===== src/rtl/vram_fill_engine_if.sv =====
// Fill-engine request/VRAM write bundle.
//
// Handshake: `start` is a one-cycle request. It is taken only while the engine
// is idle (busy=0), and mode/base/len/value are sampled on that same edge.
// There is no ready signal and no queueing. A start seen while busy=1 is
// dropped. `done` pulses for one cycle at the end of every accepted request,
// including zero-length ones. v_cea/v_ada/v_din form the VRAM port-A write:
// one write per cycle in which v_cea=1.
interface vram_fill_engine_if #(
   parameter int ADDR_W = 10,
   parameter int DATA_W = 8
);
   logic              start;
   logic [1:0]        mode;
   logic [ADDR_W-1:0] base;
   logic [ADDR_W:0]   len;
   logic [DATA_W-1:0] value;
   logic              pause;
   logic              busy;
   logic              done;
   logic [ADDR_W-1:0] v_ada;
   logic [DATA_W-1:0] v_din;
   logic              v_cea;

   // Requester side (controller / testbench).
   modport master (
      output start, mode, base, len, value, pause,
      input  busy, done, v_ada, v_din, v_cea
   );

   // Engine side.
   modport slave (
      input  start, mode, base, len, value, pause,
      output busy, done, v_ada, v_din, v_cea
   );
endinterface


===== src/rtl/vram_fill_engine.sv =====
// VRAM fill sequencer. It writes a wrapping address region on port A with
// CONST, masked INC or ADDR-derived data, one write every two cycles.
// Optional macro VRAM_FILL_BOOT_EN: self-start an INC fill of the whole VRAM
// (base 0, seed 0) on the first edge after reset release. This fill is the
// power-on test pattern.
// All outputs are registered from the next-state values. An output therefore
// belongs to the state the FSM is in during that same cycle.
module vram_fill_engine #(
   parameter int                ADDR_W   = 10,
   parameter int                DATA_W   = 8,
   parameter logic [DATA_W-1:0] PAT_MASK = 'h7F
) (
   input  logic              MEMORY_CLK,
   input  logic              rst_n,
   vram_fill_engine_if.slave bus,
   output logic [1:0]        fsm_state
);

   typedef enum logic [1:0] {
      S_IDLE    = 2'd0,
      S_WRITE   = 2'd1,
      S_ADVANCE = 2'd2,
      S_DONE    = 2'd3
   } state_t;

   localparam logic [1:0]        MODE_INC  = 2'd1;
   localparam logic [1:0]        MODE_ADDR = 2'd2;
   localparam logic [ADDR_W-1:0] ADA_ONE   = ADDR_W'(1);
   localparam logic [DATA_W-1:0] DIN_ONE   = DATA_W'(1);
   localparam logic [ADDR_W:0]   REM_ONE   = (ADDR_W+1)'(1);

   state_t            state_q, state_d;
   logic [1:0]        mode_q, mode_d;
   logic [ADDR_W:0]   rem_q, rem_d;
   logic [ADDR_W-1:0] ada_d;
   logic [DATA_W-1:0] din_d;

   // Launch request as seen by IDLE: either the external start or the boot fill.
   logic              go;
   logic [1:0]        l_mode;
   logic [ADDR_W-1:0] l_base;
   logic [ADDR_W:0]   l_len;
   logic [DATA_W-1:0] l_value;

   // ADDR pattern: low DATA_W bits of the address (zero-extended if narrower), masked.
   function automatic logic [DATA_W-1:0] addr_pattern(input logic [ADDR_W-1:0] a);
      return DATA_W'(a) & PAT_MASK;
   endfunction

`ifdef VRAM_FILL_BOOT_EN
   localparam logic [ADDR_W:0] LEN_FULL = {1'b1, {ADDR_W{1'b0}}};

   logic boot_q;

   // Boot request stays armed from reset until the first idle edge consumes it.
   always_ff @(posedge MEMORY_CLK or negedge rst_n) begin
      if (!rst_n)                boot_q <= 1'b1;
      else if (state_q == S_IDLE) boot_q <= 1'b0;
   end

   // The boot fill overrides the external request. Any start in that cycle is dropped.
   always_comb begin
      go      = bus.start;
      l_mode  = bus.mode;
      l_base  = bus.base;
      l_len   = bus.len;
      l_value = bus.value;
      if (boot_q) begin
         go      = 1'b1;
         l_mode  = MODE_INC;
         l_base  = '0;
         l_len   = LEN_FULL;
         l_value = '0;
      end
   end
`else
   // Without boot fill the only launch source is the external start.
   always_comb begin
      go      = bus.start;
      l_mode  = bus.mode;
      l_base  = bus.base;
      l_len   = bus.len;
      l_value = bus.value;
   end
`endif

   // Next-state and next-output logic for the fill sequence.
   always_comb begin
      state_d = state_q;
      mode_d  = mode_q;
      rem_d   = rem_q;
      ada_d   = bus.v_ada;
      din_d   = bus.v_din;
      case (state_q)
         S_IDLE: begin
            if (go) begin
               if (l_len != '0) begin
                  mode_d  = l_mode;
                  ada_d   = l_base;
                  rem_d   = l_len;
                  state_d = S_WRITE;
                  case (l_mode)
                     MODE_INC:  din_d = l_value & PAT_MASK;
                     MODE_ADDR: din_d = addr_pattern(l_base);
                     default:   din_d = l_value;
                  endcase
               end else begin
                  state_d = S_DONE;
               end
            end
         end
         S_WRITE: begin
            state_d = S_ADVANCE;
         end
         S_ADVANCE: begin
            // The last write finishes the fill even under pause.
            if (rem_q == REM_ONE) begin
               rem_d   = '0;
               state_d = S_DONE;
            end else if (!bus.pause) begin
               ada_d   = bus.v_ada + ADA_ONE;
               rem_d   = rem_q - REM_ONE;
               state_d = S_WRITE;
               case (mode_q)
                  MODE_INC:  din_d = (bus.v_din + DIN_ONE) & PAT_MASK;
                  MODE_ADDR: din_d = addr_pattern(ada_d);
                  default:   din_d = bus.v_din;
               endcase
            end
         end
         S_DONE: begin
            state_d = S_IDLE;
         end
         default: begin
            state_d = S_IDLE;
         end
      endcase
   end

   // State, latched mode/count and registered VRAM port outputs. Reset aborts immediately.
   always_ff @(posedge MEMORY_CLK or negedge rst_n) begin
      if (!rst_n) begin
         state_q   <= S_IDLE;
         mode_q    <= '0;
         rem_q     <= '0;
         bus.v_ada <= '0;
         bus.v_din <= '0;
         bus.v_cea <= 1'b0;
         bus.busy  <= 1'b0;
         bus.done  <= 1'b0;
      end else begin
         state_q   <= state_d;
         mode_q    <= mode_d;
         rem_q     <= rem_d;
         bus.v_ada <= ada_d;
         bus.v_din <= din_d;
         bus.v_cea <= (state_d == S_WRITE);
         bus.busy  <= (state_d != S_IDLE);
         bus.done  <= (state_d == S_DONE);
      end
   end

   assign fsm_state = state_q;

endmodule


===== src/flat_wrapper.sv =====
// flat-port wrapper written by rule: the top's interface ports become plain ports
module vram_fill_engine_flat 
#(
   parameter int                ADDR_W   = 10,
   parameter int                DATA_W   = 8,
   parameter logic [DATA_W-1:0] PAT_MASK = 'h7F
)
  (MEMORY_CLK, rst_n, fsm_state, bus_start, bus_mode, bus_base, bus_len, bus_value, bus_pause, bus_busy, bus_done, bus_v_ada, bus_v_din, bus_v_cea);
  vram_fill_engine_if #(.ADDR_W(ADDR_W), .DATA_W(DATA_W)) bus_i ();
  input  logic MEMORY_CLK;
  input  logic rst_n;
  output logic [1:0] fsm_state;
  input wire logic [$bits(bus_i.start)-1:0] bus_start;
  input wire logic [$bits(bus_i.mode)-1:0] bus_mode;
  input wire logic [$bits(bus_i.base)-1:0] bus_base;
  input wire logic [$bits(bus_i.len)-1:0] bus_len;
  input wire logic [$bits(bus_i.value)-1:0] bus_value;
  input wire logic [$bits(bus_i.pause)-1:0] bus_pause;
  output wire logic [$bits(bus_i.busy)-1:0] bus_busy;
  output wire logic [$bits(bus_i.done)-1:0] bus_done;
  output wire logic [$bits(bus_i.v_ada)-1:0] bus_v_ada;
  output wire logic [$bits(bus_i.v_din)-1:0] bus_v_din;
  output wire logic [$bits(bus_i.v_cea)-1:0] bus_v_cea;
  assign bus_i.start = bus_start;
  assign bus_i.mode = bus_mode;
  assign bus_i.base = bus_base;
  assign bus_i.len = bus_len;
  assign bus_i.value = bus_value;
  assign bus_i.pause = bus_pause;
  assign bus_busy = bus_i.busy;
  assign bus_done = bus_i.done;
  assign bus_v_ada = bus_i.v_ada;
  assign bus_v_din = bus_i.v_din;
  assign bus_v_cea = bus_i.v_cea;
  vram_fill_engine #(.ADDR_W(ADDR_W), .DATA_W(DATA_W), .PAT_MASK(PAT_MASK)) u_core (.MEMORY_CLK(MEMORY_CLK), .rst_n(rst_n), .bus(bus_i), .fsm_state(fsm_state));
endmodule

===== config.mk =====
export PLATFORM = sky130hd
export DESIGN_NAME = vram_fill_engine_flat
export DESIGN_NICKNAME = d
export VERILOG_FILES = /design/src/rtl/vram_fill_engine_if.sv /design/src/rtl/vram_fill_engine.sv /design/src/flat_wrapper.sv
export SDC_FILE = /design/constraint.sdc
export NUM_CORES = 1
export LEC_CHECK = 0
export ABC_AREA = 1
export CAP_MARGIN = 20
export CORE_ASPECT_RATIO = 0.7
export CORE_MARGIN = 2
export CORE_UTILIZATION = 39
export DETAILED_ROUTE_END_ITERATION = 12
export PLACE_DENSITY = 0.67
export SKIP_CTS_REPAIR_TIMING = 1
export SYNTH_ARGS = -nofsm -noshare
export SYNTH_HDL_FRONTEND = slang
export SYNTH_SLANG_ARGS = --single-unit

===== constraint.sdc =====
create_clock -name MEMORY_CLK -period 4.5 [get_ports MEMORY_CLK]
set_input_delay 1.125 -clock MEMORY_CLK [delete_from_list [all_inputs] [get_ports MEMORY_CLK]]
set_output_delay 1.125 -clock MEMORY_CLK [all_outputs]
set_load 0.01 [all_outputs]

==> impl_metrics.json <==
{
  "cts_tree": "done",
  "status": "completed",
  "start_util_pct": 40.98,
  "vias": 2667,
  "synthMuxAreaShare_pct": 0,
  "insertion_delay_ns": 0.29,
  "htree_levels": 2,
  "period_minus_slack_ns": 2.674,
  "critPathSlowestCell": "clkdlybuf4s50_1",
  "worstSetupPathDepth": 9,
  "yosys.area.top_type": "dfrtp_1",
  "final_core_util_pct": 52.29,
  "yosysWarnings": 0,
  "syn_nets": 440,
  "fin_nets": 496,
  "crit_type": "in2reg",
  "post_drt_wl_per_cell_um": 12.31,
  "core-area_mm2": 0.006336,
  "first_pass_iters": 4,
  "clk_path_buf_depth": 2,
  "synth-async-reset-ratio_pct": 100.0,
  "n_antenna_cell": 0,
  "max_slew_margin_pct": 43.62,
  "hold_viol": 0,
  "worst_pin_slew_ns": 0.8457,
  "path_cells": "clkdlybuf4s50_1 -> inv_1 -> ha_1 -> or2_2 -> a22o_1 -> nand2_1 -> nand2_1 -> nand2_1 -> nand2_1",
  "wl_met3_um": 364,
  "cts-root-buf": "clkbuf_8",
  "grt_max_degree": 37,
  "critPathLaunchType": "input port",
  "crit_path_end_kind": "flop",
  "chipWidth_um": 101.5,
  "cp.required_ns": 4.68,
  "ys_seq_area_share_pct": 34.70,
  "drv_cap": 0,
  "grt_pass1_vias": 2422,
  "drive_gt1_share_pct": 7.018,
  "clkSinkCount": 36,
  "synth-edff-count": 0,
  "syn_avg_cell_area_um2": 6.507,
  "cpMostUsedCell": "nand2_1",
  "min-delay-start": "u_core.bus.v_din[7]",
  "cts_buffers": 5,
  "grt_remaining_overflow": 0,
  "synthAdderAreaFrac_pct": 2.892,
  "max_stage_delay_ns": 0.48,
  "synth_ff_type": "dfrtp_1",
  "areaGrowthSynthToFinish_pct": 27.61,
  "synth_top_area_share_pct": 34.70,
  "p_per_area_mw_per_mm2": 624.5,
  "r2r_cells": 7,
  "synth_cell_types": 35,
  "critPathMaxFanout": 7,
  "synth_area_leaders": "dfrtp_1 (35%), nand2_1 (23%), nand3_1 (7.7%)",
  "critPathTopFamily": "simple AND/OR/NAND/NOR gates",
  "ant_nets": 0,
  "r2r-start": "u_core.fsm_state[0]",
  "startpoint": "bus_mode[0]",
  "tns_ns": 0,
  "hold_ws_ns": 0.4822,
  "synth_xor_area_share_pct": 1.349,
  "clock_skew_ns": 0.007571,
  "die_height_um": 72.27,
  "setup_viol": 0,
  "worstHoldPathCells": 2,
  "routed.top_layer": "met4",
  "drc_errors": 0,
  "rsz0062_at_grt": "false",
  "synth_top_family_by_area": "simple AND/OR/NAND/NOR gates",
  "routed_via_density": 4.876,
  "synth_common_cells": "nand2_1 (161), inv_1 (43), nand3_1 (40)",
  "peakVddDrop_v": 0.0003980,
  "arrival_ns": 2.85,
  "drt-total-wl_um": 6732,
  "dr_wl_met2_um": 2785,
  "port_buffers": 57,
  "fmax_mhz": 374.0,
  "drtIter0Drc": 173,
  "finalCritPeriodShare_pct": 59.41,
  "grt_pass1_wl_um": 11400,
  "yosysMostFrequentCell": "nand2_1",
  "synthesis.area_mm2": 0.002596,
  "place.gp.congestion": 0.8876,
  "ys_ff_latch": 36,
  "m1WireLength_um": 3536,
  "synth_compound_area_share_pct": 9.446,
  "final-max-slew-violation-count": 0,
  "clkTransAtPathRegs_ns": 0.07,
  "dieArea_mm2": 0.007336,
  "placed_cell_area_mm2": 0.003221,
  "p_leak_nw": 1.713,
  "synthCells": 399,
  "ioPinCount": 58,
  "synthSimpleGateAreaFrac_pct": 42.70,
  "crit_buf_inv": 2,
  "dpl.hpwl_um": 5101,
  "antenna_found_initial": 0,
  "grtUsageTotal_pct": 19.47,
  "worst_hold_path_type": "reg2reg",
  "rows": 24,
  "fin_area_mm2": 0.003313
}
## path summary, 6_finish.rpt
kind                       slack [ns]                   to
max                              1.83  u_core.bus.v_din[6]
min reg2reg                      0.48  u_core.bus.v_din[7]
max in group asynchronous        3.03      u_core.rem_q[9]
min                              0.48  u_core.bus.v_din[7]
min in group asynchronous        0.94  u_core.bus.v_ada[9]
max reg2reg                      2.33      u_core.rem_q[8]
## per-layer routing
layer | GRT usage (%) | vias to the layer above
met4 | 3.754 | 0
met1 | 30.41 | 1218
li1 | - | 1366
met3 | 3.854 | 5
met2 | 27.78 | 78
met5 | 0 | -
## layout make-up
cell class / instances / area [um^2]
Fill cell: 637 / 3023
Multi-Input combinational cell: 309 / 1464
Sequential cell: 36 / 900.9
Timing Repair Buffer: 57 / 565.5
Inverter: 46 / 176.4
Tap cell: 91 / 113.9
Clock buffer: 6 / 82.58
Clock inverter: 2 / 10.01
## where the power goes
part	total, mW	switching [mW]	leakage, nW	internal (mW)
Combinational	1.17	0.685	1.21	0.482
Clock	0.241	0.119	0.0510	0.122
Sequential	0.661	0.182	0.448	0.479
Total	2.07	0.986	1.71	1.08
## layout by cell type, fill, tap and decap left out, types with 4 or more instances in the layout
cell,instances
ha_1,6
clkdlybuf4s50_1,56
nor2_1,39
nand2_1,161
o21ai_2,6
dfrtp_1,36
o21ai_0,19
clkbuf_8,6
nand2_2,4
inv_1,43
nand3_1,40
## worst register-to-register path: cells and delay by family, from the launching register on
kind | cells | cell delay, ns
buf+inv | 2 | 0.50
simple gates | 3 | 0.50
flops | 1 | 0.42
compound gates | 2 | 0.64
## through the flow
stage / setup WS (ns) / std cells / power (mW)
6_report: 1.826 / 547 / 2.069
4_1_cts: 1.840 / 547 / 2.077
3_5_place_dp: 1.532 / 539 / 1.829
2_1_floorplan: 2.091 / 399 / 1.433
3_3_place_gp: 1.570 / 539 / 1.815
5_1_grt: 1.712 / 547 / 2.281
## state kept, by name, summed over array words and instances (netlist names)
name / flops
u_core.bus.busy: 1
u_core.bus.done: 1
u_core.bus.v_ada: 10
u_core.bus.v_cea: 1
u_core.bus.v_din: 8
u_core.fsm_state: 2
u_core.mode_q: 2
u_core.rem_q: 11
## cell families (layout without fill, tap and decap cells)
group           count (synthesis)  count (layout)
compound gates                 39              39
xor+xnor                        4               4
fa+ha+maj                       6               6
buf+inv                        54             111
flops                          36              36
simple gates                  260             260
Note: power is estimated with default switching activity, not from simulation.
